File: src/rtl/uart_alu_cmd_master.sv
`default_nettype none
// ---------------------------------------------------------------------------
// Module   : uart_alu_cmd_master
// Brief    : Sends a 5-byte ALU command over uart_basic and collects the 2-byte
//            result. Macro CMD_TIMEOUT_EN adds a response timeout.
// Revision : 1.0
// ---------------------------------------------------------------------------
module uart_alu_cmd_master #(
  parameter int unsigned TIMEOUT_CYCLES = 10000000
) (
  input  logic        clock,
  input  logic        reset,
  input  logic        start,
  input  logic [15:0] op_a,
  input  logic [15:0] op_b,
  input  logic [1:0]  operacion,
  output logic [7:0]  tx_data,
  output logic        tx_start,
  input  logic        tx_busy,
  input  logic [7:0]  rx_data,
  input  logic        rx_ready,
  output logic        busy,
  output logic        done,
  output logic [15:0] result,
  output logic        timeout_err
);

  typedef enum logic [2:0] {
    S_IDLE    = 3'd0,
    S_SEND    = 3'd1,
    S_WAIT_HI = 3'd2,
    S_WAIT_LO = 3'd3,
    S_RX_LO   = 3'd4,
    S_RX_HI   = 3'd5,
    S_DONE    = 3'd6
  } state_t;

  localparam logic [2:0] LAST_IDX = 3'd4;

  state_t      state_q, state_d;
  logic [15:0] op_a_q, op_a_d;
  logic [15:0] op_b_q, op_b_d;
  logic [1:0]  opc_q, opc_d;
  logic [2:0]  idx_q, idx_d;
  logic [7:0]  tx_data_q, tx_data_d;
  logic        tx_start_q, tx_start_d;
  logic        busy_q, busy_d;
  logic        done_q, done_d;
  logic [15:0] result_q, result_d;
  logic [7:0]  low_q, low_d;
  logic [7:0]  cmd_byte;

`ifdef CMD_TIMEOUT_EN
  localparam int unsigned CNT_W = (TIMEOUT_CYCLES > 1) ? $clog2(TIMEOUT_CYCLES) : 1;
  localparam logic [CNT_W-1:0] CNT_LAST = CNT_W'(TIMEOUT_CYCLES - 1);

  logic [CNT_W-1:0] cnt_q, cnt_d;
  logic             timeout_err_q, timeout_err_d;
`endif

  always_comb begin
    case (idx_q)
      3'd0:    cmd_byte = op_a_q[7:0];
      3'd1:    cmd_byte = op_a_q[15:8];
      3'd2:    cmd_byte = op_b_q[7:0];
      3'd3:    cmd_byte = op_b_q[15:8];
      default: cmd_byte = {6'b0, opc_q};
    endcase
  end

  always_comb begin
    state_d    = state_q;
    op_a_d     = op_a_q;
    op_b_d     = op_b_q;
    opc_d      = opc_q;
    idx_d      = idx_q;
    tx_data_d  = tx_data_q;
    tx_start_d = 1'b0;
    busy_d     = busy_q;
    done_d     = 1'b0;
    result_d   = result_q;
    low_d      = low_q;
`ifdef CMD_TIMEOUT_EN
    cnt_d         = cnt_q;
    timeout_err_d = 1'b0;
`endif

    case (state_q)
      S_IDLE: begin
        if (start) begin
          op_a_d  = op_a;
          op_b_d  = op_b;
          opc_d   = operacion;
          idx_d   = 3'd0;
          busy_d  = 1'b1;
          state_d = S_SEND;
        end
      end

      // tx_data only moves together with the start pulse, so it is stable
      // for the whole time the transmitter reports busy.
      S_SEND: begin
        if (!tx_busy) begin
          tx_data_d  = cmd_byte;
          tx_start_d = 1'b1;
          state_d    = S_WAIT_HI;
        end
      end

      S_WAIT_HI: begin
        if (tx_busy) begin
          state_d = S_WAIT_LO;
        end
      end

      S_WAIT_LO: begin
        if (!tx_busy) begin
          if (idx_q == LAST_IDX) begin
            state_d = S_RX_LO;
`ifdef CMD_TIMEOUT_EN
            cnt_d   = '0;
`endif
          end else begin
            idx_d   = idx_q + 3'd1;
            state_d = S_SEND;
          end
        end
      end

      S_RX_LO: begin
        if (rx_ready) begin
          low_d   = rx_data;
          state_d = S_RX_HI;
`ifdef CMD_TIMEOUT_EN
          cnt_d   = '0;
        end else if (cnt_q == CNT_LAST) begin
          timeout_err_d = 1'b1;
          busy_d        = 1'b0;
          state_d       = S_IDLE;
        end else begin
          cnt_d = cnt_q + 1'b1;
`endif
        end
      end

      S_RX_HI: begin
        if (rx_ready) begin
          result_d = {rx_data, low_q};
          done_d   = 1'b1;
          busy_d   = 1'b0;
          state_d  = S_DONE;
`ifdef CMD_TIMEOUT_EN
        end else if (cnt_q == CNT_LAST) begin
          timeout_err_d = 1'b1;
          busy_d        = 1'b0;
          state_d       = S_IDLE;
        end else begin
          cnt_d = cnt_q + 1'b1;
`endif
        end
      end

      S_DONE: begin
        state_d = S_IDLE;
      end

      default: begin
        state_d = S_IDLE;
      end
    endcase
  end

  always_ff @(posedge clock or posedge reset) begin
    if (reset) begin
      state_q    <= S_IDLE;
      op_a_q     <= '0;
      op_b_q     <= '0;
      opc_q      <= '0;
      idx_q      <= '0;
      tx_data_q  <= '0;
      tx_start_q <= 1'b0;
      busy_q     <= 1'b0;
      done_q     <= 1'b0;
      result_q   <= '0;
      low_q      <= '0;
`ifdef CMD_TIMEOUT_EN
      cnt_q         <= '0;
      timeout_err_q <= 1'b0;
`endif
    end else begin
      state_q    <= state_d;
      op_a_q     <= op_a_d;
      op_b_q     <= op_b_d;
      opc_q      <= opc_d;
      idx_q      <= idx_d;
      tx_data_q  <= tx_data_d;
      tx_start_q <= tx_start_d;
      busy_q     <= busy_d;
      done_q     <= done_d;
      result_q   <= result_d;
      low_q      <= low_d;
`ifdef CMD_TIMEOUT_EN
      cnt_q         <= cnt_d;
      timeout_err_q <= timeout_err_d;
`endif
    end
  end

  assign tx_data  = tx_data_q;
  assign tx_start = tx_start_q;
  assign busy     = busy_q;
  assign done     = done_q;
  assign result   = result_q;

`ifdef CMD_TIMEOUT_EN
  assign timeout_err = timeout_err_q;
`else
  // TIMEOUT_CYCLES has no effect when the timeout feature is compiled out.
  assign timeout_err = 1'b0 & (TIMEOUT_CYCLES == 0);
`endif

endmodule
`default_nettype wire

File: config.mk
export PLATFORM = sky130hd
export DESIGN_NAME = uart_alu_cmd_master
export DESIGN_NICKNAME = d
export VERILOG_FILES = /design/src/rtl/uart_alu_cmd_master.sv
export SDC_FILE = /design/constraint.sdc
export NUM_CORES = 1
export LEC_CHECK = 0
export BUFFER_PORTS_ARGS = -buffer_cell sky130_fd_sc_hd__buf_2
export CORE_ASPECT_RATIO = 1.1
export CORE_MARGIN = 2
export CORE_UTILIZATION = 50
export DETAILED_ROUTE_END_ITERATION = 6
export GPL_ROUTABILITY_DRIVEN = 0
export MAX_ROUTING_LAYER = met4
export PLACE_DENSITY = 0.82
export SYNTH_ARGS = -nofsm -noshare
export SYNTH_HDL_FRONTEND = slang
export SYNTH_SLANG_ARGS = --single-unit
File: constraint.sdc
create_clock -name clock -period 2.6 [get_ports clock]
set_clock_uncertainty 0.2 [all_clocks]
set_input_delay 0.13 -clock clock [delete_from_list [all_inputs] [get_ports clock]]
set_output_delay 0.13 -clock clock [all_outputs]
set_load 0.01 [all_outputs]
==> results of run 1 <==
-- final cells by class --
cell class	instances	area, um2
timing repair buffer	120	826
inverter	7	26.3
tap	80	100
sequential	75	1880
multi-input combinational	141	1190
clock inverter	6	90.1
clock buffer	9	124
fill	452	1920
-- placed cells by master, fill, tap and decap left out, types with 3 or more instances in the layout --
cell           count
nor2_1             7
ha_1               5
clkbuf_8           9
a22oi_1            3
a222oi_1           6
dfrtp_1           75
a21oi_1            8
buf_4              4
nand2_1           17
buf_2             73
dlygate4sd3_1     43
inv_1              6
o21ai_0           13
mux2_2            57
-- stage by stage --
| stage | util, % | power (mW) | cell area (um2) | setup slack (ns) | std cells |
|---|---|---|---|---|---|
| floorplan | - | 2.97 | 3190 | 0.360 | 237 |
| global placement | 58.3 | 3.29 | 3590 | 0.681 | 380 |
| detailed placement | 58.3 | 3.37 | 3590 | 0.662 | 380 |
| CTS | 68.8 | 4.40 | 4240 | 0.636 | 438 |
| global route | 68.8 | 4.70 | 4240 | 0.391 | 438 |
| finish | 68.8 | 4.41 | 4240 | 0.526 | 438 |
-- flip-flops by register name, indices dropped and copies added (netlist names) --
name / flops
op_a_q: 16
op_b_q: 16
result: 16
low_q: 8
tx_data: 8
idx_q: 3
state_q: 3
opc_q: 2
busy: 1
done: 1
tx_start: 1
-- worst min path at each step --
| stage | from | endpoint | slack [ns] | cells after the start |
|---|---|---|---|---|
| 3_3_place_gp | reset | op_a_q[12] | 0.007 | 2 |
| 3_5_place_dp | reset | op_a_q[12] | 0.02 | 2 |
| 4_1_cts | tx_busy | idx_q[0] | 0.07 | 4 |
| 6_report | tx_busy | idx_q[0] | 0.08 | 4 |
| 2_1_floorplan | op_b[10] | op_b_q[10] | 0.06 | 1 |
| 5_1_grt | rx_ready | low_q[7] | 0.12 | 4 |
-- metal layers --
| layer | share of wire [%] | track usage, % |
|---|---|---|
| met1 | 41 | 26.0 |
| met2 | 52 | 38.3 |
| met5 | 0 | - |
| met3 | 4.8 | 5.98 |
| met4 | 2.6 | 10.3 |
-- what timing repair did --
| item | in CTS | in global routing |
|---|---|---|
| endpoints found under the hold margin | 74 | 0 |
| gates resized for setup | 0 | 0 |
| hold buffers | 43 | 0 |
-- cell families (layout without fill, tap and decap cells) --
group                    Yosys count  count (layout)  synth area share (%)
multiplexers                      59              59                  20.8
AND/OR/NAND/NOR                   35              35                  5.65
AO/OA/AOI/OAI                     40              40                  8.56
XOR/XNOR                           1               1                 0.275
adder cells (fa/ha/maj)            5               5                  1.96
flip-flops                        75              75                  58.9
other                              1               1                 0.118
buffers and inverters             21             142                  3.73
-- worst min-delay path, delay by kind of cell --
family                 cells  cell delay (ns)
AND/OR/NAND/NOR            2             0.30
buffers and inverters      1             0.10
AO/OA/AOI/OAI              1             0.07
-- report_power, final --
group | internal (mW) | switching, mW | leakage [nW] | total (mW)
Sequential | 1.64 | 0.308 | 0.950 | 1.95
Combinational | 0.785 | 0.719 | 1.03 | 1.50
Clock | 0.538 | 0.420 | 0.106 | 0.957
Total | 2.96 | 1.45 | 2.09 | 4.41
==> summary.md, run 1 <==
| Metric | Value |
|---|---|
| Outcome | complete, no violations |
| Critical path class | reg2reg |
| Detailed Routing Iterations Pass 1 | 5 |
| Worst R2R End | tx_data[5] |
| Final Cycle Share | 79.8% |
| Req. time, crit path | 2.62 ns |
| DRC viols | 0 |
| All-layer global routing usage | a little under a quarter |
| Setup TNS | 0 ns |
| Reg-to-reg slack, setup | approximately 0.53 ns |
| Min Tclk post-route | around 2.1 ns |
| Reg2reg path depth | 6 |
| Worst vdd ir | between 0.6 and 0.7 mV |
| DRT Wirelength | slightly above 7000 um |
| CP bufs+invs | 1 |
| Crit path max-delay cell type | a222oi_1 |
| Max-slew violations | 0 |
| Yosys reg bits | 75 |
| WHS | about 0.08 ns |
| Post-Syn Area per Cell | ~13 um2 |
| Ant diodes | 0 |
| Rows | 30 |
| Crit-path cells | inv_1 -> ha_1 -> a222oi_1 -> nor2_1 -> a21oi_1 -> o21ai_0 |
| Distinct cells, synth | 34 |
| Final Hold Violating Endpoints | 0 |
| FMAX | a little under 500 MHz |
| Top Family by Delay on Critical Path | compound AO/OA/AOI/OAI gates |
| Vias in the first global route | 2513 |
| Via count | between 2000 and 2500 |
| Max FO, Critical Path | 11 |
| Post-CTS setup buffers | 0 |
| Leakage | approximately 2.1 nW |
| Grt total ovfl | 0 |
| Pwr Density | between 1000 and 1500 mW/mm2 |
| Post-synth EDFFs | 0 |
| Die area | approximately 0.0070 mm2 |
| WP depth | 6 |
| Top-Level Pins | 75 |
| Clock Latency Late Sink | 0.35 ns |
| Hold WC Path Type | in2reg |
| Arr. time, crit path | 2.09 ns |
| Die width | ~80 um |
| Syn nets | between 200 and 300 |
| Crit path capture type | register |
| Post-synth top cells | dfrtp_1 (75), mux2_2 (57), nand2_1 (17) |
| Unrepaired setup endpoints after global routing | false |
| I/O Buffers | between 70 and 80 |
| Proportion of layout cells with a drive suffix above 1 | 42.7% |
| Critical Path End | tx_data[5] |
| Vias/cell | between 5 and 6 |
| Crit path from | idx_q[0] |
| DRT antenna net count | 0 |
| Initial antenna violation count | 0 |
| Setup violations, final | 0 |
| Startpoint types | register |
| Worst slew pin tran | roughly 0.56 ns |
| Detailed Place HPWL | around 4400 um |
| Clock transition at the registers of the reported paths | around 0.08 ns |
| Post-synth top area share | between 50% and 60% |
| Ys flop type | dfrtp_1 |
| Area contributors post-synth | dfrtp_1 (59%), mux2_2 (20%), o21ai_0 (2.0%), nand2_1 (2.0%), ha_1 (2.0%) |
| Slew HR | a little over three fifths |
| CTS tree | yes |
| Global-route wire length before repair | about 12000 um |
| CTS Buffer Depth | 2 |
| Reg2Reg Launch Point | idx_q[0] |
| Chip height | 87.7 um |
| Largest net degree at the start of global routing | 37 |
| YS warnings | 0 |
| Net count, final | between 400 and 500 |
| Fraction of registers with async set or reset after synthesis | between 90% and 100% |
| Initial Utilization | about half |
| Core Area | approximately 0.006 mm2 |
| DR iter-0 viols | roughly 150 |
| Cell count after synthesis | approximately 240 |
| Seq/Total Area, Yosys | about 59% |
| Largest area contributor in the netlist | dfrtp_1 |
| Synth Cell Area | around 0.0032 mm2 |
| Clock net sink count | 75 |
| Worst path max stage delay | roughly 0.55 ns |
| Area Overhead vs Synth | 32.8% |
| Max H-tree Level | 3 |
| Cell with the most instances after synthesis | dfrtp_1 |
| Max-Cap Viols | 0 |
| Total CTS buffers | 9 |
| Wirelength per Cell | about 16 um |
| Clk root buf | clkbuf_8 |
Power figures use the tool's default switching activity.
==> run 2: changes to the inputs <==
--- a/config.mk
+++ b/config.mk
@@ -5,6 +5,7 @@
 export SDC_FILE = /design/constraint.sdc
 export NUM_CORES = 1
 export LEC_CHECK = 0
+export ABC_AREA = 1
 export BUFFER_PORTS_ARGS = -buffer_cell sky130_fd_sc_hd__buf_2
 export CORE_ASPECT_RATIO = 1.1
 export CORE_MARGIN = 2
==> constraint.sdc (replaced) <==
create_clock -name clock -period 2 [get_ports clock]
set_clock_uncertainty 0.2 [all_clocks]
set_input_delay 0.1 -clock clock [delete_from_list [all_inputs] [get_ports clock]]
set_output_delay 0.1 -clock clock [all_outputs]
set_load 0.01 [all_outputs]
==> summary.md, run 2 <==
| Metric | Value |
|---|---|
| Outcome | complete, no violations |
| Proportion of layout cells with a drive suffix above 1 | 19.5% (-23 points) |
| Largest net degree at the start of global routing | 76 (+110%) |
| DRC viols | 0 (unchanged) |
| Ant diodes | 0 (unchanged) |
| FMAX | 543 MHz (+13%) |
| Pwr Density | 1080 mW/mm2 (+3.4%) |
| Vias in the first global route | 2814 (+12%) |
| Rows | 31 (+3.3%) |
| Detailed Place HPWL | 4980 um (+14%) |
| Critical path class | reg2reg |
| Worst path max stage delay | 0.44 ns (-0.11 ns) |
| YS warnings | 0 (unchanged) |
| Setup TNS | 0 ns (unchanged) |
| CTS Buffer Depth | 2 (unchanged) |
| Crit-path cells | inv_1 -> ha_1 -> inv_1 -> nor2_1 -> nand2_1 -> o21ai_0 -> o21ai_0 -> nand2_1 |
| DR iter-0 viols | 148 (+1.4%) |
| Unrepaired setup endpoints after global routing | false |
| Hold WC Path Type | in2reg |
| Area contributors post-synth | dfrtp_1 (56%), nand2_1 (21%), o21ai_0 (6.7%), inv_1 (3.7%), buf_6 (2.3%) |
| Post-layout instance area | 0.00437 mm2 (+3.1%) |
| Vias/cell | 4.88 (-6.7%) |
| Post-synth top area share | 55.9% (-3.0 points) |
| Global-route wire length before repair | 12700 um (+9.1%) |
| Leakage | 2.40 nW (+15%) |
| Top-Level Pins | 75 (unchanged) |
| Detailed Routing Iterations Pass 1 | 4 (-1) |
| Clock net sink count | 75 (unchanged) |
| Crit path capture type | register |
| Arr. time, crit path | 1.93 ns (-0.16 ns) |
| Initial Utilization | 51.3% (-0.54 points) |
| Clock transition at the registers of the reported paths | 0.08 ns (about the same) |
| Max-Cap Viols | 0 (unchanged) |
| Ys flop type | dfrtp_1 |
| Startpoint types | register |
| Fin cells | 609 (+39%) |
| Net count, final | 575 (+42%) |
| Worst vdd ir | 0.572 mV (-6.3%) |
| Top Family by Delay on Critical Path | simple AND/OR/NAND/NOR gates |
| Final Hold Violating Endpoints | 0 (unchanged) |
| Most common cell after layout, fill and taps aside | nand2_1 |
| Via count | 2971 (+30%) |
| Post-placement cell count | 549 (+44%) |
| CP bufs+invs | 2 (+1) |
| Initial antenna violation count | 0 (unchanged) |
| Post-Syn Area per Cell | 8.27 um2 (-38%) |
| Die width | 82.2 um (+2.5%) |
| DRT Wirelength | 7700 um (+8.4%) |
| Clock Latency Late Sink | 0.35 ns (about the same) |
| Largest area contributor in the netlist | dfrtp_1 |
| Distinct cells, synth | 24 (-29%) |
| Crit path from | idx_q[0] |
| Filler Cell Count | 546 (+21%) |
| Cell count after synthesis | 406 (+71%) |
| Max FO, Critical Path | 6 (-5) |
| Post-synth EDFFs | 0 (unchanged) |
| Total CTS buffers | 9 (unchanged) |
| Die area | 0.00739 mm2 (+5.1%) |
| Max-slew violations | 0 (unchanged) |
| All-layer global routing usage | 22.9% (-0.041 points) |
| Reg2Reg Launch Point | idx_q[0] |
| DRT antenna net count | 0 (unchanged) |
| Req. time, crit path | 2.09 ns (-0.53 ns) |
| Wirelength per Cell | 12.6 um (-22%) |
| Placed Area | 0.00376 mm2 (+4.7%) |
| Chip height | 90.0 um (+2.5%) |
| Crit path max-delay cell type | dfrtp_1 |
| WHS | 0.0773 ns (-0.00242 ns) |
| Clk root buf | clkbuf_8 |
| I/O Buffers | 73 (unchanged) |
| Grt total ovfl | 0 (unchanged) |
| Final Cycle Share | 92.0% (+12 points) |
| Hold path startpoint | start |
| Setup violations, final | 0 (unchanged) |
| Max H-tree Level | 3 (unchanged) |
| Power, Total | 4.70 mW (+6.7%) |
| Place WS | 0.215 ns (-0.447 ns) |
| CTS tree | yes |
| Min Tclk post-route | 1.84 ns (-0.233 ns) |
| Core Util, Final | 66.6% (-2.2 points) |
| Seq/Total Area, Yosys | 55.9% (-3.0 points) |
| Area Overhead vs Synth | 30.0% |
| Post-synth top cells | nand2_1 (188), dfrtp_1 (75), o21ai_0 (45) |
| Synth Cell Area | 0.00336 mm2 (+5.4%) |
| Fraction of registers with async set or reset after synthesis | 100% (unchanged) |
| Worst setup margin | 0.159 ns (-0.367 ns) |
| Most frequent cells in the layout | nand2_1 (188), dfrtp_1 (75), buf_2 (73) |
| Core Area | 0.00656 mm2 (+6.5%) |
| Cell with the most instances after synthesis | nand2_1 |
| Syn nets | 458 (+58%) |
| Yosys reg bits | 75 (unchanged) |
run 2: cell count changes after synthesis, sizes merged, moves of 3 or more:
cell    change
a21oi       -6
a222oi      -6
a22oi       -3
buf         +5
clkbuf      -3
inv        +31
mux2       -59
nand2     +173
nand3      +13
nor2        +3
o21ai      +34
run 2: path summary, 6_finish.rpt:
| kind | end | slack [ns] | cells past startpoint |
|---|---|---|---|
| setup / recovery | tx_data[7] | 0.16 | 8 |
| hold / removal | state_q[1] | 0.08 | 5 |
| setup reg to reg | tx_data[7] | 0.16 | 8 |
| hold reg to reg | op_a_q[3] | 0.28 | 2 |
| max in group asynchronous | state_q[1] | 1.08 | 4 |
| min in group asynchronous | op_b_q[10] | 0.20 | 4 |
run 2: logic make-up (layout without fill, tap and decap cells):
group,after synthesis,after routing,synth area share [%]
compound gates,50,50,7.49
fa+ha+maj,5,5,1.86
buf+inv,55,176,8.23
flops,75,75,55.9
other cells,1,1,0.112
simple gates,220,220,26.4
run 2: repair_timing:
item | in CTS | in global routing
gates resized for setup | 0 | 0
buffers inserted | 0 | 0
endpoints found under the hold margin | 135 | 0
endpoints found under the setup margin | 0 | 0
hold buffers | 45 | 0
run 2: per-layer routing:
| metal | global-route usage, % | vias up | wire (um) | share of wire (%) |
|---|---|---|---|---|
| met2 | 35.4 | 104 | 3740 | 49 |
| met1 | 29.5 | 1375 | 3440 | 45 |
| met4 | 7.78 | 0 | 100 | 1.3 |
| met3 | 5.62 | 9 | 418 | 5.4 |
| met5 | - | - | 0 | 0 |
| li1 | - | 1483 | - | - |
run 2: where the power goes:
| group | switching (mW) | internal [mW] |
|---|---|---|
| logic | 0.915 | 0.568 |
| registers | 0.272 | 1.96 |
| clock network | 0.551 | 0.439 |
| total | 1.74 | 2.96 |
run 2: layout make-up:
class	count	area, um2	share of cell area (%)
clock inverters	5	31.3	0.716
flip-flops and latches	75	1880	43.0
repair buffers	122	871	19.9
clock buffers	10	128	2.92
multi-input cells	276	1210	27.6
inverters	39	153	3.49
well taps	82	103	2.35
run 2: worst register-to-register path: cells and delay by family (launching register included):
kind                       cells  cell delay, ns
DFF                            1            0.44
AOI/OAI and AO/OA              2            0.21
adders and majority gates      1            0.25
buffers and inverters          2            0.17
and+or+nand+nor                3            0.53
